===== src/rtl/fifo_sync_ctrl.sv =====
`default_nettype none
// ============================================================================
// Module   : fifo_sync_ctrl
// Purpose  : Single-clock FIFO with internal read/write pointers, a registered
//            occupancy count, almost-full/almost-empty thresholds, sticky
//            overflow/underflow flags and a synchronous flush (clr).
// Config   : FIFO_FWFT_EN - when defined, data_out is the head word shown
//            combinationally (first-word fall-through). When undefined,
//            data_out is a register loaded on each accepted read.
// Ports    : clk          - clock, all logic on posedge
//            rst          - asynchronous active-high reset
//            clr          - synchronous flush, priority over w_en/r_en
//            w_en/data_in - write request and write data
//            r_en         - read request (pop acknowledge in FWFT mode)
//            data_out     - read data
//            fifo_full, fifo_empty, almost_full, almost_empty - status flags
//            count        - occupancy 0..DEPTH
//            overflow     - sticky, write attempted while full
//            underflow    - sticky, read attempted while empty
// Revision : 1.0 - initial release
// ============================================================================
module fifo_sync_ctrl #(
  parameter int DATA_WIDTH    = 32,
  parameter int ADDR_WIDTH    = 3,
  parameter int AFULL_THRESH  = 6,
  parameter int AEMPTY_THRESH = 1
) (
  input  logic                  clk,
  input  logic                  rst,
  input  logic                  clr,
  input  logic                  w_en,
  input  logic [DATA_WIDTH-1:0] data_in,
  input  logic                  r_en,
  output logic [DATA_WIDTH-1:0] data_out,
  output logic                  fifo_full,
  output logic                  fifo_empty,
  output logic                  almost_full,
  output logic                  almost_empty,
  output logic [ADDR_WIDTH:0]   count,
  output logic                  overflow,
  output logic                  underflow
);

  localparam int                DEPTH    = 2 ** ADDR_WIDTH;
  localparam logic [ADDR_WIDTH:0] c_DEPTH  = (ADDR_WIDTH + 1)'(DEPTH);
  localparam logic [ADDR_WIDTH:0] c_AFULL  = (ADDR_WIDTH + 1)'(AFULL_THRESH);
  localparam logic [ADDR_WIDTH:0] c_AEMPTY = (ADDR_WIDTH + 1)'(AEMPTY_THRESH);
  localparam logic [ADDR_WIDTH:0] c_ONE    = (ADDR_WIDTH + 1)'(1);

  logic [DATA_WIDTH-1:0] mem [DEPTH];

  logic [ADDR_WIDTH:0] wptr_q, wptr_d;
  logic [ADDR_WIDTH:0] rptr_q, rptr_d;
  logic [ADDR_WIDTH:0] count_q, count_d;
  logic                ovf_q, ovf_d;
  logic                unf_q, unf_d;
  logic                wr_ok, rd_ok;

  // Flags come only from the count register, so no request input reaches
  // a flag without passing through a flop.
  assign fifo_full    = (count_q == c_DEPTH);
  assign fifo_empty   = (count_q == '0);
  assign almost_full  = (count_q >= c_AFULL);
  assign almost_empty = (count_q <= c_AEMPTY);
  assign count        = count_q;
  assign overflow     = ovf_q;
  assign underflow    = unf_q;

  // A flush suppresses both accesses.
  assign wr_ok = w_en & ~fifo_full & ~clr;
  assign rd_ok = r_en & ~fifo_empty & ~clr;

  always_comb begin
    wptr_d  = wptr_q;
    rptr_d  = rptr_q;
    count_d = count_q;
    ovf_d   = ovf_q;
    unf_d   = unf_q;
    if (clr) begin
      wptr_d  = '0;
      rptr_d  = '0;
      count_d = '0;
      ovf_d   = 1'b0;
      unf_d   = 1'b0;
    end else begin
      if (wr_ok) wptr_d = wptr_q + c_ONE;
      if (rd_ok) rptr_d = rptr_q + c_ONE;
      case ({wr_ok, rd_ok})
        2'b10:   count_d = count_q + c_ONE;
        2'b01:   count_d = count_q - c_ONE;
        default: count_d = count_q;
      endcase
      // Rejected write-while-full / read-while-empty latch the error.
      if (w_en & fifo_full)  ovf_d = 1'b1;
      if (r_en & fifo_empty) unf_d = 1'b1;
    end
  end

  always_ff @(posedge clk or posedge rst) begin
    if (rst) begin
      wptr_q  <= '0;
      rptr_q  <= '0;
      count_q <= '0;
      ovf_q   <= 1'b0;
      unf_q   <= 1'b0;
    end else begin
      wptr_q  <= wptr_d;
      rptr_q  <= rptr_d;
      count_q <= count_d;
      ovf_q   <= ovf_d;
      unf_q   <= unf_d;
    end
  end

  // Storage is deliberately left without reset.
  always_ff @(posedge clk) begin
    if (wr_ok) mem[wptr_q[ADDR_WIDTH-1:0]] <= data_in;
  end

`ifdef FIFO_FWFT_EN
  // Head word is always visible; a pop advances rptr and the next word
  // appears after that edge.
  assign data_out = mem[rptr_q[ADDR_WIDTH-1:0]];
`else
  logic [DATA_WIDTH-1:0] dout_q;

  always_ff @(posedge clk or posedge rst) begin
    if (rst) begin
      dout_q <= '0;
    end else if (clr) begin
      dout_q <= '0;
    end else if (rd_ok) begin
      dout_q <= mem[rptr_q[ADDR_WIDTH-1:0]];
    end
  end

  assign data_out = dout_q;
`endif

endmodule
`default_nettype wire

===== config.mk =====
export PLATFORM = sky130hd
export DESIGN_NAME = fifo_sync_ctrl
export DESIGN_NICKNAME = d
export VERILOG_FILES = /design/src/rtl/fifo_sync_ctrl.sv
export SDC_FILE = /design/constraint.sdc
export NUM_CORES = 1
export LEC_CHECK = 0
export ABC_AREA = 1
export BUFFER_PORTS_ARGS = -buffer_cell sky130_fd_sc_hd__buf_2
export CORE_ASPECT_RATIO = 0.75
export CORE_UTILIZATION = 50
export CTS_CLUSTER_SIZE = 25
export DETAILED_ROUTE_END_ITERATION = 10
export PLACE_DENSITY = 0.77
export SYNTH_ARGS = -nofsm -noshare
export SYNTH_HDL_FRONTEND = slang
export SYNTH_SLANG_ARGS = --single-unit

===== constraint.sdc =====
create_clock -name clk -period 4.1 [get_ports clk]
set_input_delay 0.205 -clock clk [delete_from_list [all_inputs] [get_ports clk]]
set_output_delay 0.205 -clock clk [all_outputs]
set_load 0.05 [all_outputs]

== Word-level counts from Yosys, hierarchy flattened ==
Memory sizes are Yosys's and may differ from the RTL's.
Index checks and enable logic that the tools add are counted.

* Bits in registers: 46
* RAM bits: 256
* Output and inout port bits: 42
* Memories kept: 1

{| class="wikitable"
|+ Memory list
! memory !! depth !! width !! rd ports !! clocked after memory_dff !! wr ports !! RTL line !! RTL
|-
| mem || 8 || 32 || 1 || 0 || 1 || 50 || <nowiki>logic [DATA_WIDTH-1:0] mem [DEPTH];</nowiki>
|}

* Add/subtract/negate cells: 4
* Order comparisons: 2
* Eq/ne operators: 3
* Multiplexer cells: 14
* Bitwise gates (word level): 9
* Reductions and logical operators: 6

{| class="wikitable"
|+ Operators with widths
! kind !! number
|-
| 32-bit 2-to-1 mux || 2
|-
| 4-bit 2-to-1 mux || 5
|-
| 4-bit by 1-bit adder with 4-bit output, second input constant || 3
|-
| 4-bit case mux with 2 select lines || 1
|-
| 2-bit nonzero test || 4
|-
| 1-bit bitwise AND || 6
|-
| 1-bit 2-to-1 mux || 6
|-
| 4-bit equality test, second input constant || 1
|-
| 4-bit by 3-bit greater-or-equal comparator with 1-bit output, second input constant || 1
|-
| 4-bit by 1-bit <= comparator with 1-bit output, second input constant || 1
|-
| 4-bit zero test || 1
|-
| 4-bit by 1-bit subtractor with 4-bit output, second input constant || 1
|-
| 1-bit inverter || 3
|-
| 3-bit nonzero test || 1
|-
| 2-bit by 1-bit equality test with 1-bit output, second input constant || 1
|-
| 2-bit equality test, second input constant || 1
|}

== Depth between registers and ports, before layout ==
* Depth after elaboration: 7
* Depth in mapped cells: 11

== Least setup slack after synthesis ==
No wires, ideal clock.

* Path kind: register -> register
* Start point: reg count_q[0] (netlist: count[0])
* End point: mem mem[0][0], enable pin
* Setup time: 421 ps
* Arrival time: 3033 ps
* Required time: 3679 ps
* Setup slack: 646 ps
* Stages on the path, launching flop included: 8
* Buffers on the path: 0
* Period minus slack after synthesis: 3454 ps
* Cells stage by stage: dfrtp_1 inv_1 ha_1 nand3_1 nand2_1 nor2_1 nand2_1 nor2_1

* Cells in the longest elaborated chain, start to end: 6

{| class="wikitable"
|+ Ends and longest elaborated chain
! element !! RTL line !! RTL
|-
| start: declaration || 54 || <nowiki>logic [ADDR_WIDTH:0] count_q, count_d;</nowiki>
|-
| start signal: assignment || 109 || <nowiki>count_q <= count_d;</nowiki>
|-
| 4-bit equality test || 61 || <nowiki>assign fifo_full = (count_q == c_DEPTH);</nowiki>
|-
| 1-bit inverter || 70 || <nowiki>assign wr_ok = w_en & ~fifo_full & ~clr;</nowiki>
|-
| 1-bit bitwise AND (2 in series) || 70 ||
|-
| 1-bit 2-to-1 mux || 117 || <nowiki>if (wr_ok) mem[wptr_q[ADDR_WIDTH-1:0]] <= data_in;</nowiki>
|-
| 1-bit 2-to-1 mux (not written as such) || 117 ||
|-
| end: declaration || 50 ||
|}

No other way between the ends.

== Worst setup path in the final report ==
* Start point: reg count_q[1] (netlist: count[1])
* End point: mem mem[7][29], enable pin

Same word-level chain as after synthesis.

==> impl_metrics.json <==
{
  "outcome": "complete, no violations",
  "routed-wl-met2_mm": 11.4,
  "cp-end-kind": "flip-flop",
  "crit_path_frequent_cell": "nand2_1",
  "wl_per_cell_um": 18.0,
  "fin_area_um2": 13800,
  "clk_latency_ns": 0.53,
  "final_common_cell": "edfxtp_1",
  "cts_resized": 0,
  "cts_made_buffers": 28,
  "port_buffers": 78,
  "core_um2": 23200,
  "pin_count": 79,
  "worstMarginPinSlew_ns": 1.09,
  "die_w_um": 180,
  "holdCritPathClass": "primary input to flip-flop",
  "rsz0062_at_grt": "false",
  "place_area_um2": 12500,
  "antenna_found_initial": 1,
  "power.leakage_nw": 5.07,
  "critPathKind": "flip-flop to flip-flop",
  "synth_top_cell_area_share_pct": 64.5,
  "whs_ns": 0.0159,
  "clkSinkCount": 300,
  "netlist_top_cells_area": "edfxtp_1 (65%), dfrtp_1 (9.2%), nor2_1 (6.5%), o21ai_0 (4.9%), o211ai_1 (4.0%)",
  "path_clk_slew_ns": 0.06,
  "via_per_inst": 5.52,
  "netlist_area_um2": 11900,
  "ys_warn_count": 0,
  "critPathArrivalTime_ns": 3.12,
  "powerDensity_nw_per_um2": 603,
  "grt-ovfl-total": 0,
  "first_iter_violations": 686,
  "most-common-layout-cells": "edfxtp_1 (256), nor2_1 (199), o21ai_0 (117), nand2_1 (103), buf_2 (78)",
  "final_antenna_net_count": 0,
  "routed_wl_mm": 24.6,
  "min_period_over_period_pct": 70.5,
  "critPathTopFamily": "simple AND/OR/NAND/NOR gates",
  "die_y_um": 136,
  "min_period_ns": 2.89,
  "worstHoldStart": "clr",
  "setup_ws_ns": 1.21,
  "rr_endpoint": "mem[7][29]",
  "met3_wirelength_mm": 1.58,
  "drt_first_pass_iters": 5,
  "htree_levels": 1,
  "hold_violations": 0,
  "max_freq_ghz": 0.346,
  "nets": 1089,
  "grt_usage_pct": 20.7,
  "drv_cap": 0,
  "dieArea_um2": 24500,
  "hpwl_mm": 13.6,
  "syn_to_final_growth_pct": 15.8,
  "reg2regPathDepth": 8,
  "top_layer": "met4",
  "grt_pass1_wl_mm": 39.7,
  "cp-start-kind": "flip-flop",
  "synth_nets": 989,
  "ys_ff_latch": 300,
  "relSlewSlack_pct": 27.4,
  "pre_cts_slack_ns": 1.23,
  "cp_max_fo": 20,
  "rows": 48,
  "path_buf_inv": 2,
  "slowest_delay_ns": 0.60,
  "synth.lib_cells_used.distinct": 27,
  "finClkSkew_ns": 0.00717,
  "worst_ep_required_time_ns": 4.33,
  "report.final.slew_viol_count": 0,
  "drive_gt1_share_pct": 14.3,
  "peakVddDrop_mv": 0.459,
  "start_util_pct": 51.4,
  "min_to": "rptr_q[2]",
  "grt_pass1_vias": 7349,
  "clockRootBuffer": "clkbuf_16",
  "grt_max_degree": 110,
  "syn_inst": 945,
  "remaining_drc_errors": 0,
  "seq_area_frac_synth_pct": 73.8,
  "cp_slowest_cell": "nor2_4",
  "rrSetupSlack_ns": 1.21,
  "r2r-start": "count[1]",
  "drt-met1-wl_mm": 11.2,
  "avgSynthCellArea_um2": 12.6,
  "cts_buffer_depth": 3,
  "fin_setup_tns_ns": 0,
  "yosysTopAreaCell": "edfxtp_1",
  "setup_violations": 0,
  "cts_tree": "done",
  "vias": 7548,
  "min_path_cells": 3,
  "gp_congestion": 0.808,
  "crit_chain": "inv_1 -> ha_1 -> nand3_1 -> nand2_1 -> nor2_1 -> nand2_1 -> nor2_4 -> buf_4"
}
[metal layers]
metal | vias to the layer above | global-route usage, %
li1 | 3577 | -
met1 | 3678 | 29.4
met2 | 256 | 34.3
met3 | 37 | 2.98
met4 | 0 | 4.70
met5 | - | 0
[how the worst max path moves through the flow]
stage,slack (ns),cells after the start,startpoint,to
floorplan,0.65,7,count[0],mem[0][0]
global route,1.00,8,count[0],mem[7][29]
finish,1.21,8,count[1],mem[7][29]
CTS,1.21,8,count[1],mem[7][29]
detailed placement,1.23,8,count[1],mem[7][27]
global placement,1.32,8,count[0],mem[7][29]
[area by class of cell]
| cell class | instances | area, um^2 |
|---|---|---|
| fillers | 1789 | 9390 |
| inverters | 19 | 72.6 |
| repair buffers | 126 | 846 |
| clock inverters | 9 | 116 |
| clock buffers | 43 | 798 |
| multi-input cells | 570 | 2790 |
| well taps | 300 | 375 |
| flip-flops and latches | 300 | 8800 |
| diodes | 1 | 2.50 |
[per-stage QoR]
step / util (%) / cells / power (mW)
finish: 59.5 / 1368 / 8.32
global route: 59.5 / 1368 / 8.72
CTS: 59.5 / 1367 / 8.37
detailed placement: 54.1 / 1282 / 5.79
global placement: 54.1 / 1282 / 5.73
floorplan: - / 945 / 5.34
[flip-flops by register name, indices dropped and copies added, names as in the netlist]
name,flops
overflow,1
rptr_q,3
count,4
data_out,32
wptr_q,3
mem,256
underflow,1
[cells by family (layout without fill, tap and decap cells)]
kind of cell,count (synthesis),count (layout),share of synthesized area (%)
AND/OR/NAND/NOR,354,354,11.8
XOR/XNOR,2,2,0.147
other,0,1,0
adder cells (fa/ha/maj),7,7,0.735
buffers and inverters,75,197,3.32
AO/OA/AOI/OAI,207,207,10.2
flip-flops,300,300,73.8
[cell usage after synthesis]
cell type / number
inv_2: 4
nand4_1: 2
nand3_4: 1
clkbuf_1: 15
clkinv_1: 1
edfxtp_1: 256
clkbuf_2: 6
nand3_1: 36
o211ai_1: 64
nor3_1: 1
buf_8: 1
nand2_2: 1
nand2_1: 103
nor2_2: 3
o21ai_0: 117
nor2_1: 207
buf_2: 19
buf_4: 11
a21oi_1: 2
buf_6: 4
o21ai_1: 16
a21oi_2: 3
o21a_1: 5
inv_1: 14
dfrtp_1: 44
xor2_1: 2
ha_1: 7
[repair_timing]
action | CTS | global route
endpoints found under the hold margin | 300 | 0
setup endpoints to repair | 0 | 0
buffers inserted | 0 | 0
hold buffers | 33 | 0
[worst register-to-register path, stage by stage (launching register included)]
cell	delay [ns]
dfrtp_1	0.48
inv_1	0.16
ha_1	0.28
nand3_1	0.13
nand2_1	0.10
nor2_1	0.19
nand2_1	0.28
nor2_4	0.60
buf_4	0.36
[report_power, final]
group	internal [mW]	leakage, nW	total [mW]	switching [mW]
Combinational	0.541	1.72	2.07	1.53
Sequential	3.51	2.90	3.68	0.178
Clock	1.52	0.445	2.57	1.05
Note: power is estimated with default switching activity, not from simulation.
